$ cat src/rtl/arm_ctrl_pkg.sv
// Shared encodings for the multicycle ARM controller: FSM states, ALU
// control codes, data-processing commands, condition codes, flag indices.
package arm_ctrl_pkg;

    typedef enum logic [3:0] {
        S_FETCH,
        S_DECODE,
        S_MEMADR,
        S_MEMREAD,
        S_MEMWB,
        S_MEMWRITE,
        S_EXECUTER,
        S_EXECUTEI,
        S_ALUWB,
        S_BRANCH
    } state_t;

    localparam logic [3:0] ALUCTL_ADD = 4'd0;
    localparam logic [3:0] ALUCTL_SUB = 4'd1;
    localparam logic [3:0] ALUCTL_AND = 4'd2;
    localparam logic [3:0] ALUCTL_ORR = 4'd3;

    localparam logic [3:0] CMD_AND = 4'b0000;
    localparam logic [3:0] CMD_SUB = 4'b0010;
    localparam logic [3:0] CMD_ADD = 4'b0100;
    localparam logic [3:0] CMD_CMP = 4'b1010;
    localparam logic [3:0] CMD_ORR = 4'b1100;

    localparam logic [3:0] COND_EQ = 4'h0;
    localparam logic [3:0] COND_NE = 4'h1;
    localparam logic [3:0] COND_CS = 4'h2;
    localparam logic [3:0] COND_CC = 4'h3;
    localparam logic [3:0] COND_MI = 4'h4;
    localparam logic [3:0] COND_PL = 4'h5;
    localparam logic [3:0] COND_VS = 4'h6;
    localparam logic [3:0] COND_VC = 4'h7;
    localparam logic [3:0] COND_HI = 4'h8;
    localparam logic [3:0] COND_LS = 4'h9;
    localparam logic [3:0] COND_GE = 4'hA;
    localparam logic [3:0] COND_LT = 4'hB;
    localparam logic [3:0] COND_GT = 4'hC;
    localparam logic [3:0] COND_LE = 4'hD;
    localparam logic [3:0] COND_AL = 4'hE;

    localparam int unsigned FLAG_N = 3;
    localparam int unsigned FLAG_Z = 2;
    localparam int unsigned FLAG_C = 1;
    localparam int unsigned FLAG_V = 0;

    // ALU operation for a data-processing command; unknown commands add.
    function automatic logic [3:0] alu_ctl_for_cmd(input logic [3:0] cmd);
        case (cmd)
            CMD_ADD:          return ALUCTL_ADD;
            CMD_SUB, CMD_CMP: return ALUCTL_SUB;
            CMD_AND:          return ALUCTL_AND;
            CMD_ORR:          return ALUCTL_ORR;
            default:          return ALUCTL_ADD;
        endcase
    endfunction

endpackage

$ cat src/rtl/multicycle_controller_if.sv
// Controller <-> datapath bundle: decoded instruction and ALU flags in,
// control strobes and mux selects out.
interface multicycle_controller_if #(
    parameter int ALU_CTRL_W = 4
);
    logic [19:0]           Instr;
    logic [3:0]            ALUFlags;
    logic                  PCWrite;
    logic                  AdrSrc;
    logic                  MemWrite;
    logic                  IRWrite;
    logic                  RegWrite;
    logic [1:0]            RegSrc;
    logic [1:0]            ImmSrc;
    logic                  ALUSrcA;
    logic [1:0]            ALUSrcB;
    logic [ALU_CTRL_W-1:0] ALUControl;
    logic [1:0]            ResultSrc;

    modport master (
        input  Instr, ALUFlags,
        output PCWrite, AdrSrc, MemWrite, IRWrite, RegWrite, RegSrc, ImmSrc,
               ALUSrcA, ALUSrcB, ALUControl, ResultSrc
    );

    modport slave (
        output Instr, ALUFlags,
        input  PCWrite, AdrSrc, MemWrite, IRWrite, RegWrite, RegSrc, ImmSrc,
               ALUSrcA, ALUSrcB, ALUControl, ResultSrc
    );
endinterface

$ cat src/rtl/cond_check.sv
// ARM condition-code evaluation against the stored NZCV flags.
module cond_check
    import arm_ctrl_pkg::*;
(
    input  logic [3:0] cond_i,
    input  logic [3:0] flags_i,
    output logic       cond_ex_o
);
    logic n, z, c, v;

    assign n = flags_i[FLAG_N];
    assign z = flags_i[FLAG_Z];
    assign c = flags_i[FLAG_C];
    assign v = flags_i[FLAG_V];

    // Map the condition field to pass/fail; 1111 never executes.
    always_comb begin
        cond_ex_o = 1'b0;
        case (cond_i)
            COND_EQ: cond_ex_o = z;
            COND_NE: cond_ex_o = ~z;
            COND_CS: cond_ex_o = c;
            COND_CC: cond_ex_o = ~c;
            COND_MI: cond_ex_o = n;
            COND_PL: cond_ex_o = ~n;
            COND_VS: cond_ex_o = v;
            COND_VC: cond_ex_o = ~v;
            COND_HI: cond_ex_o = c & ~z;
            COND_LS: cond_ex_o = ~c | z;
            COND_GE: cond_ex_o = (n == v);
            COND_LT: cond_ex_o = (n != v);
            COND_GT: cond_ex_o = ~z & (n == v);
            COND_LE: cond_ex_o = z | (n != v);
            COND_AL: cond_ex_o = 1'b1;
            default: cond_ex_o = 1'b0;
        endcase
    end
endmodule

$ cat src/rtl/multicycle_controller.sv
// Multicycle ARM sequencing controller: Moore FSM over the shared-memory
// datapath, NZCV flag register and condition-gated architectural writes.
module multicycle_controller
    import arm_ctrl_pkg::*;
#(
    parameter int ALU_CTRL_W = 4
) (
    input  logic                    clk,
    input  logic                    reset,
    multicycle_controller_if.master bus
);
    state_t     state_q, state_d;
    logic [3:0] flags_q, flags_d;
    logic       condex_q, condex_d;

    logic [3:0] cond;
    logic [1:0] op;
    logic [5:0] funct;
    logic [3:0] rd;
    logic [3:0] cmd;
    logic       cond_ex;
    logic       is_cmp, is_arith, dp_writes;

    logic       pc_write, mem_write, ir_write, reg_write;
    logic       adr_src, alu_src_a;
    logic [1:0] alu_src_b, result_src;
    logic [3:0] alu_ctl;

    // Rn is consumed by the datapath only.
    logic       unused_rn;
    assign unused_rn = &{1'b0, bus.Instr[7:4]};

    assign cond  = bus.Instr[19:16];
    assign op    = bus.Instr[15:14];
    assign funct = bus.Instr[13:8];
    assign rd    = bus.Instr[3:0];
    assign cmd   = funct[4:1];

    assign is_cmp    = (cmd == CMD_CMP);
    assign is_arith  = (cmd == CMD_ADD) || (cmd == CMD_SUB) || is_cmp;
    assign dp_writes = (cmd == CMD_ADD) || (cmd == CMD_SUB) ||
                       (cmd == CMD_AND) || (cmd == CMD_ORR);

    cond_check u_cond_check (
        .cond_i    (cond),
        .flags_i   (flags_q),
        .cond_ex_o (cond_ex)
    );

    // State, flag and latched-condition registers.
    always_ff @(posedge clk) begin
        if (reset) begin
            state_q  <= S_FETCH;
            flags_q  <= '0;
            condex_q <= 1'b0;
        end else begin
            state_q  <= state_d;
            flags_q  <= flags_d;
            condex_q <= condex_d;
        end
    end

    // Next state, flag update and Moore control outputs per state.
    always_comb begin
        state_d    = state_q;
        flags_d    = flags_q;
        condex_d   = condex_q;
        pc_write   = 1'b0;
        mem_write  = 1'b0;
        ir_write   = 1'b0;
        reg_write  = 1'b0;
        adr_src    = 1'b0;
        alu_src_a  = 1'b0;
        alu_src_b  = 2'b00;
        result_src = 2'b00;
        alu_ctl    = ALUCTL_ADD;
        unique case (state_q)
            S_FETCH: begin
                ir_write   = 1'b1;
                alu_src_a  = 1'b1;
                alu_src_b  = 2'b10;
                result_src = 2'b10;
                pc_write   = 1'b1;
                state_d    = S_DECODE;
            end
            S_DECODE: begin
                alu_src_a = 1'b1;
                alu_src_b = 2'b10;
                condex_d  = cond_ex;
                case (op)
                    2'b01:   state_d = S_MEMADR;
                    2'b00:   state_d = funct[5] ? S_EXECUTEI : S_EXECUTER;
                    2'b10:   state_d = S_BRANCH;
                    default: state_d = S_FETCH;
                endcase
            end
            S_MEMADR: begin
                alu_src_b = 2'b01;
                alu_ctl   = funct[3] ? ALUCTL_ADD : ALUCTL_SUB;
                state_d   = funct[0] ? S_MEMREAD : S_MEMWRITE;
            end
            S_MEMREAD: begin
                adr_src = 1'b1;
                state_d = S_MEMWB;
            end
            S_MEMWB: begin
                result_src = 2'b01;
                if (rd == 4'hF) pc_write  = condex_q;
                else            reg_write = condex_q;
                state_d = S_FETCH;
            end
            S_MEMWRITE: begin
                adr_src   = 1'b1;
                mem_write = condex_q;
                state_d   = S_FETCH;
            end
            S_EXECUTER, S_EXECUTEI: begin
                alu_src_b = (state_q == S_EXECUTEI) ? 2'b01 : 2'b00;
                alu_ctl   = alu_ctl_for_cmd(cmd);
                if (condex_q && funct[0]) begin
                    flags_d[FLAG_N] = bus.ALUFlags[FLAG_N];
                    flags_d[FLAG_Z] = bus.ALUFlags[FLAG_Z];
                    if (is_arith) begin
                        flags_d[FLAG_C] = bus.ALUFlags[FLAG_C];
                        flags_d[FLAG_V] = bus.ALUFlags[FLAG_V];
                    end
                end
                state_d = is_cmp ? S_FETCH : S_ALUWB;
            end
            S_ALUWB: begin
                result_src = 2'b00;
                if (dp_writes) begin
                    if (rd == 4'hF) pc_write  = condex_q;
                    else            reg_write = condex_q;
                end
                state_d = S_FETCH;
            end
            S_BRANCH: begin
                alu_src_a  = 1'b0;
                alu_src_b  = 2'b01;
                result_src = 2'b10;
                pc_write   = condex_q;
                state_d    = S_FETCH;
            end
            default: state_d = S_FETCH;
        endcase
    end

    // Write strobes are forced low for the whole reset cycle.
    assign bus.PCWrite    = pc_write  & ~reset;
    assign bus.MemWrite   = mem_write & ~reset;
    assign bus.IRWrite    = ir_write  & ~reset;
    assign bus.RegWrite   = reg_write & ~reset;
    assign bus.AdrSrc     = adr_src;
    assign bus.ALUSrcA    = alu_src_a;
    assign bus.ALUSrcB    = alu_src_b;
    assign bus.ResultSrc  = result_src;
    assign bus.ALUControl = ALU_CTRL_W'(alu_ctl);
    assign bus.ImmSrc     = op;
    assign bus.RegSrc     = {(op == 2'b01) && !funct[0], (op == 2'b10)};
endmodule
$ cat src/flat_wrapper.sv
// flat-port wrapper written by rule: the top's interface ports become plain ports
module multicycle_controller_flat import arm_ctrl_pkg::*;
#(
    parameter int ALU_CTRL_W = 4
)
  (clk, reset, bus_Instr, bus_ALUFlags, bus_PCWrite, bus_AdrSrc, bus_MemWrite, bus_IRWrite, bus_RegWrite, bus_RegSrc, bus_ImmSrc, bus_ALUSrcA, bus_ALUSrcB, bus_ALUControl, bus_ResultSrc);
  multicycle_controller_if #(.ALU_CTRL_W(ALU_CTRL_W)) bus_i ();
  input  logic clk;
  input  logic reset;
  input wire logic [$bits(bus_i.Instr)-1:0] bus_Instr;
  input wire logic [$bits(bus_i.ALUFlags)-1:0] bus_ALUFlags;
  output wire logic [$bits(bus_i.PCWrite)-1:0] bus_PCWrite;
  output wire logic [$bits(bus_i.AdrSrc)-1:0] bus_AdrSrc;
  output wire logic [$bits(bus_i.MemWrite)-1:0] bus_MemWrite;
  output wire logic [$bits(bus_i.IRWrite)-1:0] bus_IRWrite;
  output wire logic [$bits(bus_i.RegWrite)-1:0] bus_RegWrite;
  output wire logic [$bits(bus_i.RegSrc)-1:0] bus_RegSrc;
  output wire logic [$bits(bus_i.ImmSrc)-1:0] bus_ImmSrc;
  output wire logic [$bits(bus_i.ALUSrcA)-1:0] bus_ALUSrcA;
  output wire logic [$bits(bus_i.ALUSrcB)-1:0] bus_ALUSrcB;
  output wire logic [$bits(bus_i.ALUControl)-1:0] bus_ALUControl;
  output wire logic [$bits(bus_i.ResultSrc)-1:0] bus_ResultSrc;
  assign bus_i.Instr = bus_Instr;
  assign bus_i.ALUFlags = bus_ALUFlags;
  assign bus_PCWrite = bus_i.PCWrite;
  assign bus_AdrSrc = bus_i.AdrSrc;
  assign bus_MemWrite = bus_i.MemWrite;
  assign bus_IRWrite = bus_i.IRWrite;
  assign bus_RegWrite = bus_i.RegWrite;
  assign bus_RegSrc = bus_i.RegSrc;
  assign bus_ImmSrc = bus_i.ImmSrc;
  assign bus_ALUSrcA = bus_i.ALUSrcA;
  assign bus_ALUSrcB = bus_i.ALUSrcB;
  assign bus_ALUControl = bus_i.ALUControl;
  assign bus_ResultSrc = bus_i.ResultSrc;
  multicycle_controller #(.ALU_CTRL_W(ALU_CTRL_W)) u_core (.clk(clk), .reset(reset), .bus(bus_i));
endmodule
$ cat config.mk
export PLATFORM = sky130hd
export DESIGN_NAME = multicycle_controller_flat
export DESIGN_NICKNAME = d
export VERILOG_FILES = /design/src/rtl/arm_ctrl_pkg.sv /design/src/rtl/multicycle_controller_if.sv /design/src/rtl/cond_check.sv /design/src/rtl/multicycle_controller.sv /design/src/flat_wrapper.sv
export SDC_FILE = /design/constraint.sdc
export NUM_CORES = 1
export LEC_CHECK = 0
export BUFFER_PORTS_ARGS = -buffer_cell sky130_fd_sc_hd__buf_2
export CORE_MARGIN = 4
export CORE_UTILIZATION = 49
export DETAILED_ROUTE_END_ITERATION = 8
export GPL_ROUTABILITY_DRIVEN = 0
export GPL_TIMING_DRIVEN = 0
export MAX_ROUTING_LAYER = met4
export PLACE_DENSITY = 0.91
export REMOVE_ABC_BUFFERS = 1
export SYNTH_ARGS = -nofsm -noshare
export SYNTH_HDL_FRONTEND = slang
export SYNTH_SLANG_ARGS = --single-unit
$ cat constraint.sdc
create_clock -name clk -period 3.7 [get_ports clk]
set_clock_uncertainty 0.2 [all_clocks]
set_input_delay 0.185 -clock clk [delete_from_list [all_inputs] [get_ports clk]]
set_output_delay 0.185 -clock clk [all_outputs]
set_load 0.02 [all_outputs]
==> Implementation_results.wiki <==
{| class="wikitable"
! Metric !! Value
|-
| Status || completed
|-
| Fraction of the yosys area taken by sequential cells || 19.2%
|-
| Required @ worst endpoint || 3310 ps
|-
| Initial Util || 53.3%
|-
| Std-Cell Rows || 15
|-
| WHS Endpoint || u_core.flags_q[0]$_SDFFE_PP0P_
|-
| Final global-route overflow total || 0
|-
| Global-route wire length before repair || 3640 um
|-
| RSZ-0062 raised after global routing || false
|-
| Achievable Freq || 442 MHz
|-
| Share of final-layout standard cells stronger than drive strength 1 || 31.8%
|-
| Clock net sink count || 9
|-
| Reg2reg setup slack || 1920 ps
|-
| Detailed-routing iteration count for the pre-antenna-repair pass || 4
|-
| Area of the core || 0.00176 mm^2
|-
| Final hold violation count || 0
|-
| Share of the synthesized area in the top cell type || 19.2%
|-
| Number of antenna violations at the first check in global routing || 0
|-
| Fin nets || 181
|-
| Most instantiated cells after synthesis || nor2_1, a21oi_1, dfxtp_1, nor3_1, buf_4
|-
| Deepest clock path buffer count || 2
|-
| Critical Path AT || 1880 ps
|-
| Vertical extent of the die || 51.8 um
|-
| Setup Buffers After CTS || 0
|-
| Critical Path Sink Type || output pin
|-
| Shortest period the worst path allows || 2260 ps
|-
| Total Negative Setup Slacks || 0 ps
|-
| Seq cells post-synth || 9
|-
| Area growth from synthesis to layout || 20.4%
|-
| Most common cell in the synthesized netlist || nor2_1
|-
| CTS clk-pin slew, worst paths || 50 ps
|-
| Number of placed I/O pins || 44
|-
| Routed Wire Length || 2320 um
|-
| Leakage power summed over all cells || 0.497 nW
|-
| Power density of the placed cells || 256 mW/mm^2
|-
| CTS tree || done
|-
| Max-slew violation total from the final report || 0
|-
| Endpoint of the lowest-slack register-to-register path || u_core.state_q[1]$_SDFF_PP0_
|-
| Vias in the first global route || 892
|-
| Final setup vio count || 0
|-
| Commonest register cell after synthesis || dfxtp_1
|-
| Area after detailed placement || 0.00106 mm^2
|-
| H-tree Lvls || 1
|-
| Chip width || 51.8 um
|-
| Worst vdd ir || 0.241 mV
|-
| Average instance area after synthesis || 7.77 um^2
|-
| Final Cell Area || 0.00113 mm^2
|-
| CP startpoint kind || flip-flop
|-
| Vias per std cell || 5.65
|-
| Worst R2R Start || u_core.state_q[1]$_SDFF_PP0_
|-
| Cells on Worst Hold Path || 2
|-
| Critical path class || flip-flop to output pin
|-
| Worst slew slack as a fraction of its limit || 65.0%
|-
| Top cells by area in the synthesized netlist || dfxtp_1, buf_4, a21oi_1
|-
| Maximum fanout count along the critical path || 12
|-
| Starting DRT DRC Count || 26
|-
| Mapped Cells || 121
|-
| Residual DRC || 0
|-
| Routed wirelength normalized by instance count || 13.0 um
|-
| Count of input and output buffers || 37
|-
| Via Count || 1,011
|-
| Post-detail-place hpwl || 1840 um
|-
| Diodes inserted || 0
|-
| Number of fill cells in the layout || 159
|-
| Max cap viols || 0
|-
| Area of the mapped netlist || 940 um^2
|-
| Hold wc startpoint || reset
|-
| Count of distinct cell types in the synthesized netlist || 49
|-
| Area enclosed by the die boundary || 0.00268 mm^2
|-
| Number of nets with antenna violations after routing || 0
|-
| Clock Latency Late Sink || 260 ps
|-
| Worst Hold Class || primary input to flip-flop
|-
| TritonCTS Buffers || 3
|-
| Yosys Warn Count || 0
|-
| Async set-reset flop share out of synthesis || 0%
|-
| Worst Tran Pin Value || 525 ps
|-
| CTS root buffer || clkbuf_4
|-
| Flip-flop and latch area || 180 um^2
|-
| Global-route usage over all layers || 18.5%
|-
| Part of the cycle the worst path needs || 61.1%
|-
| Worst Hold Slack || 15.8 ps
|-
| Cell type with the largest total area after synthesis || dfxtp_1
|-
| Number of enable-type register cells in the synthesized netlist || 0
|-
| Multi-input gate area in the final layout || 646 um^2
|-
| Resize count post-CTS || 0
|-
| Largest net degree at the start of global routing || 14
|-
| Number of cells on the worst reg-to-reg path || 4
|}
## worst max-delay path, stage by stage (launching register included)
cell,delay (ps)
dfxtp_1,610
or2b_1,300
o31ai_2,270
nand2_1,80
nor3_1,160
buf_2,190
## per-layer routing
metal	vias up	wire length, um	GRT usage (%)
met5	-	0	-
met4	0	28	6.55
met3	4	114	4.30
met2	32	1260	35.8
met1	474	918	17.7
li1	501	-	-
## cells by family (layout without fill, tap and decap cells)
| group | count (synthesis) | after routing | synth area share, % |
|---|---|---|---|
| compound gates | 31 | 31 | 23.6 |
| xor+xnor | 6 | 6 | 5.59 |
| buf+inv | 19 | 51 | 12.5 |
| flops | 9 | 9 | 19.2 |
| mux | 4 | 4 | 4.39 |
| other cells | 1 | 2 | 0.399 |
| simple gates | 51 | 51 | 34.4 |
## metrics by stage
stage / power, mW / cells / setup WS [ps] / utilization [%]
global route: 0.310 / 179 / 1300 / 64.1
global placement: 0.210 / 171 / 1770 / 60.4
detailed placement: 0.214 / 171 / 1730 / 60.4
finish: 0.290 / 179 / 1440 / 64.1
CTS: 0.294 / 179 / 1430 / 64.1
floorplan: 0.173 / 109 / 1240 / -
## registers in the layout, summed over array words and instances, names as in the netlist
name	flops
u_core.flags_q	4
u_core.state_q	4
u_core.condex_q	1
## worst max path at each step
stage / start / endpoint / slack [ps]
after detailed placement: u_core.state_q[3]$_SDFF_PP0_ / bus_RegWrite / 1730
after floorplan: u_core.state_q[1]$_SDFF_PP0_ / bus_PCWrite / 1240
after global routing: u_core.state_q[3]$_SDFF_PP0_ / bus_PCWrite / 1300
final: u_core.state_q[3]$_SDFF_PP0_ / bus_RegWrite / 1440
after CTS: u_core.state_q[3]$_SDFF_PP0_ / bus_RegWrite / 1430
after global placement: u_core.state_q[3]$_SDFF_PP0_ / bus_PCWrite / 1770
## layout make-up
cell class | count | share of cell area, %
sequential | 9 | 15.9
clock buffer | 4 | 2.32
multi-input combinational | 94 | 57.1
timing repair buffer | 41 | 19.9
tap | 25 | 2.77
inverter | 6 | 1.99
## cell usage in the layout (no fill, tap or decap), types with 2 or more instances in the layout
cell,n
buf_2,37
nor2_1,10
a21oi_1,9
nor3_1,9
dfxtp_1,9
inv_1,5
a31oi_1,4
o21ai_0,4
dlygate4sd3_1,4
nand2_1,3
nand3b_1,3
nand2b_1,3
xor2_1,3
xnor2_1,3
mux2i_1,3
clkbuf_4,3
or3_1,2
and3b_1,2
nor2b_1,2
and2_1,2
o211a_1,2
nand3_1,2
nand4b_1,2
conb_1,2
## repair_timing
action | 4_1_cts | 5_1_grt
hold endpoints to repair | 4 | 0
endpoints found under the setup margin | 0 | 0
hold buffers | 4 | 0
## power breakdown
part / leakage (nW) / switching (mW) / internal [mW]
Clock: 0.0150 / 0.0328 / 0.0415
Combinational: 0.409 / 0.0592 / 0.0433
Sequential: 0.0732 / 0.0117 / 0.101
No activity file was read; power rests on OpenSTA's default activity.
